[config.mk]
export PLATFORM = sky130hd
export DESIGN_NAME = shared_counter_arbiter
export DESIGN_NICKNAME = d
export VERILOG_FILES = /design/src/rtl/shared_counter_arbiter.sv
export SDC_FILE = /design/constraint.sdc
export NUM_CORES = 1
export LEC_CHECK = 0
export ABC_AREA = 1
export CAP_MARGIN = 10
export CORE_MARGIN = 3
export CORE_UTILIZATION = 55
export CTS_CLUSTER_SIZE = 8
export DETAILED_ROUTE_END_ITERATION = 16
export DONT_BUFFER_PORTS = 1
export PLACE_DENSITY = 0.78
export SKIP_CTS_REPAIR_TIMING = 1
export SYNTH_ARGS = -nofsm -noshare
export SYNTH_HDL_FRONTEND = slang
export SYNTH_SLANG_ARGS = --single-unit
[constraint.sdc]
create_clock -name clk -period 3.1 [get_ports clk]
set_input_delay 0.93 -clock clk [delete_from_list [all_inputs] [get_ports clk]]
set_output_delay 0.93 -clock clk [all_outputs]
set_load 0.05 [all_outputs]
[src/rtl/shared_counter_arbiter.sv]
// Round-robin arbiter sharing one up-counter between N_REQ timed-interval requesters.
// Define SHARED_COUNTER_ARB_FIXED_PRIO_EN for fixed priority (lowest index wins).
module shared_counter_arbiter #(
    parameter int unsigned N_REQ = 4,
    parameter int unsigned CNT_W = 4
) (
    input  logic                   clk,
    input  logic                   rst,
    input  logic [N_REQ-1:0]       req,
    input  logic [N_REQ*CNT_W-1:0] len,
    output logic [N_REQ-1:0]       gnt,
    output logic [2:0]             gnt_id,
    output logic                   busy,
    output logic [CNT_W-1:0]       count,
    output logic [N_REQ-1:0]       done
);

    typedef enum logic [1:0] {
        IDLE,
        RUN,
        DONE
    } state_t;

    state_t           state;
    state_t           state_nxt;
    logic [2:0]       ptr;
    logic [2:0]       ptr_nxt;
    logic [2:0]       gnt_id_nxt;
    logic [CNT_W-1:0] target;
    logic [CNT_W-1:0] target_nxt;
    logic [CNT_W-1:0] count_nxt;

    logic [2:0]       sel;
    logic             sel_vld;
    logic [CNT_W-1:0] sel_len;
    logic             cur_req;
    int unsigned      best_d;

    // Search distance of requester i from the slot just after the pointer.
    function automatic int unsigned arb_dist(input int unsigned i, input logic [2:0] p);
`ifdef SHARED_COUNTER_ARB_FIXED_PRIO_EN
        return i;
`else
        return (i + N_REQ - 1 - 32'(p)) % N_REQ;
`endif
    endfunction

    always_comb begin
        sel     = '0;
        sel_vld = 1'b0;
        best_d  = N_REQ;
        for (int unsigned i = 0; i < N_REQ; i++) begin
            if (req[i] && (arb_dist(i, ptr) < best_d)) begin
                best_d  = arb_dist(i, ptr);
                sel     = 3'(i);
                sel_vld = 1'b1;
            end
        end
    end

    always_comb begin
        sel_len = '0;
        cur_req = 1'b0;
        for (int unsigned i = 0; i < N_REQ; i++) begin
            if (sel == 3'(i)) begin
                sel_len = len[i*CNT_W +: CNT_W];
            end
            if (gnt_id == 3'(i)) begin
                cur_req = req[i];
            end
        end
    end

    always_ff @(posedge clk or negedge rst) begin
        if (!rst) begin
            state  <= IDLE;
            ptr    <= 3'(N_REQ - 1);
            gnt_id <= '0;
            target <= '0;
            count  <= '0;
        end else begin
            state  <= state_nxt;
            ptr    <= ptr_nxt;
            gnt_id <= gnt_id_nxt;
            target <= target_nxt;
            count  <= count_nxt;
        end
    end

    always_comb begin
        state_nxt  = state;
        ptr_nxt    = ptr;
        gnt_id_nxt = gnt_id;
        target_nxt = target;
        count_nxt  = count;
        case (state)
            IDLE: begin
                count_nxt = '0;
                if (sel_vld) begin
                    gnt_id_nxt = sel;
                    target_nxt = sel_len;
                    state_nxt  = RUN;
                end
            end
            RUN: begin
                // Abort wins over completion: a dropped request never sees done.
                if (!cur_req) begin
                    count_nxt = '0;
                    state_nxt = IDLE;
`ifndef SHARED_COUNTER_ARB_FIXED_PRIO_EN
                    ptr_nxt   = gnt_id;
`endif
                end else if (count == target) begin
                    state_nxt = DONE;
                end else begin
                    count_nxt = count + CNT_W'(1);
                end
            end
            DONE: begin
                count_nxt = '0;
                state_nxt = IDLE;
`ifndef SHARED_COUNTER_ARB_FIXED_PRIO_EN
                ptr_nxt   = gnt_id;
`endif
            end
            default: begin
                count_nxt = '0;
                state_nxt = IDLE;
            end
        endcase
    end

    always_comb begin
        gnt  = '0;
        done = '0;
        busy = (state != IDLE);
        for (int unsigned i = 0; i < N_REQ; i++) begin
            if (busy && (gnt_id == 3'(i))) begin
                gnt[i] = 1'b1;
            end
        end
        if (state == DONE) begin
            done = gnt;
        end
    end

endmodule

==> run summary <==
The run finished, with violations left. The final reports fail on setup timing. In this run, CTS created clock tree buffers numbering 3.

For this run, design rule violations remaining after detail routing come to 0. The run gives 1420 um^2 as the post-route cell area. The final setup slack of the worst path is -0.177 ns. The finished layout holds 213 standard cells, fillers aside.

STA puts the critical path data required time at 3.28 ns. For the share of the core filled with cells in the final layout, the log shows 0.794. Summed over all instances, the cell type with the most area after synthesis is sky130_fd_sc_hd__dfrtp_1. The most used standard cell by instance count after synthesis is sky130_fd_sc_hd__nand2_1. The fraction of synthesized cell area in xor and xnor cells works out to 0.0327.

Measured along the x axis, the die boundary spans 50.1 um. The final number of max-transition violations is 0, and the pin slew with the least headroom to its limit is 0.645 ns. For the number of clock sinks, the log shows 14. The proportion of synthesized flip-flops having asynchronous set or reset is 1.00, and the critical path data arrival time is 3.45 ns.

The final worst-path cycle share is 1.06, and the fraction of layout cells with a size suffix above 1 is 0.309. In the synthesized netlist, the cells that appear most often are 43 x sky130_fd_sc_hd__nand2_1, 28 x sky130_fd_sc_hd__inv_1, 23 x sky130_fd_sc_hd__nor2_1. During placement, the flow inserted port buffers numbering 0.

The number of hold violations in the final report was 0; the initial antenna violation count was 0. The post-detailed-placement cell area was 1240 um^2; the half-perimeter wire length after detailed placement was 2060 um. The tools report the worst reg-to-reg setup slack as -0.18 ns. In the final routed layout, each cell accounts on average for 14.5 um. The run gives 0.28 ns as the latest clock arrival within the worst-skew pair.

STA classifies the critical path endpoint as a flip-flop. The core region is 1780 um^2. The proportion of synthesized area in mux cells is 0. The top-area cell type share of the netlist area came out at 0.280.

For the first-pass GRT wire length, the log shows 4170 um. For this block, the via count after detailed routing is 1,176. 38 I/O pins were placed. Number of maximum-capacitance violations: 0. The category of the critical setup timing path is flip-flop to flip-flop. On the final layout, the worst hold slack is 0.331 ns.

After synthesis, the largest family of logic cells by area is simple AND/OR/NAND/NOR gates. Across the VDD grid, the largest voltage drop is 0.818 mV. The per-instance average area after synthesis is 6.53 um^2. In this run, placement finished with an instance count of 204. The worst setup path is launched from a flip-flop. The run gives 0.329 as the part of the Yosys area used for sequential elements. The run gives 0.00345 ns as the post-route clock skew. Setup repair after global routing could not meet its margin everywhere. The average via count per standard cell was 5.52. The share of the synthesized area in compound gates (AO/OA/AOI/OAI) is 0.0864.

Yosys mapped the design onto 23 distinct sky130hd cell types. The CTS clock-pin slew for the worst setup and hold paths was 0.08 ns; the final net count was 215. For this run, the number of Yosys warnings is 0.

Compared with the post-synthesis result, the final layout area differs by 32.2%. For the number of inserted filler cells in the final layout, the log shows 141. The routability congestion estimate from global placement came out at 0.844. The starting utilization of the core area came out at 0.601.

The H-tree depth is 1, and the synthesized-area fraction occupied by adder cells is 0.0467. The first detailed-routing pass took 4 iterations. The number of register bits inferred by synthesis works out to 14.

The clock passes through at most 2 buffers. For the worst max-slew margin expressed relative to the limit, the log shows 0.570. In this run the remaining antenna-violating nets after routing total 0.

Setup violations remaining at the end of the flow were counted as 5. The tools report the placement row count as 15. The tightest min-delay check is of the input port to async pin type. The via count of the first global-routing pass was 1,060. In the post-synthesis netlist, the biggest area contributors are sky130_fd_sc_hd__dfrtp_1 28%, sky130_fd_sc_hd__nand2_1 15%, sky130_fd_sc_hd__inv_1 9.8%. The repair_antennas step left the layout with diodes totalling 0. In the synthesized netlist the dominant register cell turns out to be sky130_fd_sc_hd__dfrtp_1.

The die is 50.1 um tall. Derived from the worst setup path, the maximum achievable clock frequency is 305 MHz. The logs give 29 for the violation count after the first detailed-routing iteration and 2510 um^2 for the die footprint. The routed design could run at a clock period as short as 3.28 ns. For the global router's overall resource usage, the log shows 0.210.

TritonCTS built the clock tree. The post-synth net total is 190. The cell area that synthesis handed to floorplanning was 1070 um^2. The number of standard cells after synthesis was 164; the maximum fanout encountered on the critical timing path was 6. Yosys mapped a number of flops with a built-in enable equal to 0. The clock root buffer was sky130_fd_sc_hd__clkbuf_4.

The run gives 0.744 nW as the static leakage. Entering global routing, the biggest net connects 15 pins. The final total negative setup slack came out at -0.656 ns. The area share of and/or/nand/nor cells after synthesis works out to 0.386.

For the total length of routed wires, the log shows 3100 um. The power per cell area came out at 1320 nW/um^2. For this run the aggregate overflow at the end of global routing stands at 0.
[through the flow]
step	power [W]	setup slack (ns)
after floorplan	0.00121	-0.0566
after global placement	0.00143	-0.127
after detailed placement	0.00148	-0.249
after CTS	0.00159	-0.156
after global routing	0.00202	-0.351
final	0.00187	-0.177
[cell usage in the layout, fill, tap and decap left out, types with 2 or more instances in the layout]
cell type                   n
sky130_fd_sc_hd__a21oi_1    4
sky130_fd_sc_hd__buf_4     19
sky130_fd_sc_hd__buf_6      3
sky130_fd_sc_hd__clkbuf_4   3
sky130_fd_sc_hd__dfrtp_1   12
sky130_fd_sc_hd__dfstp_2    2
sky130_fd_sc_hd__ha_1       2
sky130_fd_sc_hd__ha_4       2
sky130_fd_sc_hd__inv_1     26
sky130_fd_sc_hd__nand2_1   36
sky130_fd_sc_hd__nand2_2    9
sky130_fd_sc_hd__nand2_4    4
sky130_fd_sc_hd__nand3_1    9
sky130_fd_sc_hd__nand3_2    6
sky130_fd_sc_hd__nand4_1    3
sky130_fd_sc_hd__nor2_1    22
sky130_fd_sc_hd__nor2_2     2
sky130_fd_sc_hd__o21ai_0    6
sky130_fd_sc_hd__o21ai_1    2
sky130_fd_sc_hd__o21ai_2    2
sky130_fd_sc_hd__xnor2_1    2
[cell type report]
type	instances	area, um^2	share of cell area
flip-flops and latches	14	353	0.249
well taps	25	31.3	0.0221
clock buffers	4	26.3	0.0186
inverters	28	108	0.0760
multi-input cells	120	722	0.510
repair buffers	22	176	0.125
[path summary, 6_finish.rpt]
| path | start | to | cells after the start |
|---|---|---|---|
| max in group asynchronous | rst | ptr[1]$_DFFE_PN1P_ | 0 |
| setup reg to reg | ptr[1]$_DFFE_PN1P_ | target[1]$_DFFE_PN0P_ | 26 |
| hold / removal | rst | count[0]$_DFFE_PN0P_ | 0 |
| hold reg to reg | target[3]$_DFFE_PN0P_ | target[3]$_DFFE_PN0P_ | 2 |
| setup / recovery | ptr[1]$_DFFE_PN1P_ | target[1]$_DFFE_PN0P_ | 26 |
| min in group clk | target[3]$_DFFE_PN0P_ | target[3]$_DFFE_PN0P_ | 2 |
[flip-flops by register name, summed over array words and instances, names as in the netlist]
signal and cells:
count 4, gnt_id 2, ptr 2, state 2
target 4
[kinds of logic (layout without fill, tap and decap cells)]
group           after synthesis  in the layout
fa+ha+maj                     4              4
buf+inv                      30             54
compound gates               17             17
flops                        14             14
simple gates                 94             94
other cells                   1              1
xor+xnor                      4              4
[worst max-delay path, cell delays in order, from the launching register on]
cell and delay (ns):
sky130_fd_sc_hd__dfstp_2 0.61, sky130_fd_sc_hd__buf_6 0.13, sky130_fd_sc_hd__inv_4 0.04, sky130_fd_sc_hd__nand2_4 0.07, sky130_fd_sc_hd__ha_4 0.20, sky130_fd_sc_hd__nand2_1 0.05
sky130_fd_sc_hd__nand2_1 0.07, sky130_fd_sc_hd__nand2_2 0.10, sky130_fd_sc_hd__nand2_4 0.07, sky130_fd_sc_hd__o21ai_4 0.17, sky130_fd_sc_hd__ha_4 0.23, sky130_fd_sc_hd__nand2_2 0.07
sky130_fd_sc_hd__nand2_2 0.05, sky130_fd_sc_hd__nand2_2 0.07, sky130_fd_sc_hd__nand2_4 0.07, sky130_fd_sc_hd__nand2_2 0.08, sky130_fd_sc_hd__o21ai_2 0.06, sky130_fd_sc_hd__ha_1 0.28
sky130_fd_sc_hd__nand2_1 0.07, sky130_fd_sc_hd__nand2_1 0.08, sky130_fd_sc_hd__nand2_2 0.09, sky130_fd_sc_hd__nand2_4 0.07, sky130_fd_sc_hd__buf_6 0.13, sky130_fd_sc_hd__nand3_2 0.06
sky130_fd_sc_hd__nand3_2 0.08, sky130_fd_sc_hd__nor2_2 0.12, sky130_fd_sc_hd__nor2_1 0.05
[metal layers]
metal,vias up,part of all wire,wire length (um),track usage
met5,-,0,0,0
met4,0,0.014,42,0.0461
met3,8,0.078,241,0.0564
met2,54,0.53,1650,0.387
met1,551,0.38,1160,0.237
li1,563,-,-,-
[power breakdown]
| group | internal [W] | switching [W] | total, W | leakage [nW] |
|---|---|---|---|---|
| Combinational | 0.000513 | 0.000792 | 0.00130 | 0.557 |
| Sequential | 0.000268 | 0.000189 | 0.000458 | 0.172 |
| Clock | 0.0000500 | 0.0000580 | 0.000108 | 0.0150 |
Power figures use the tool's default switching activity.
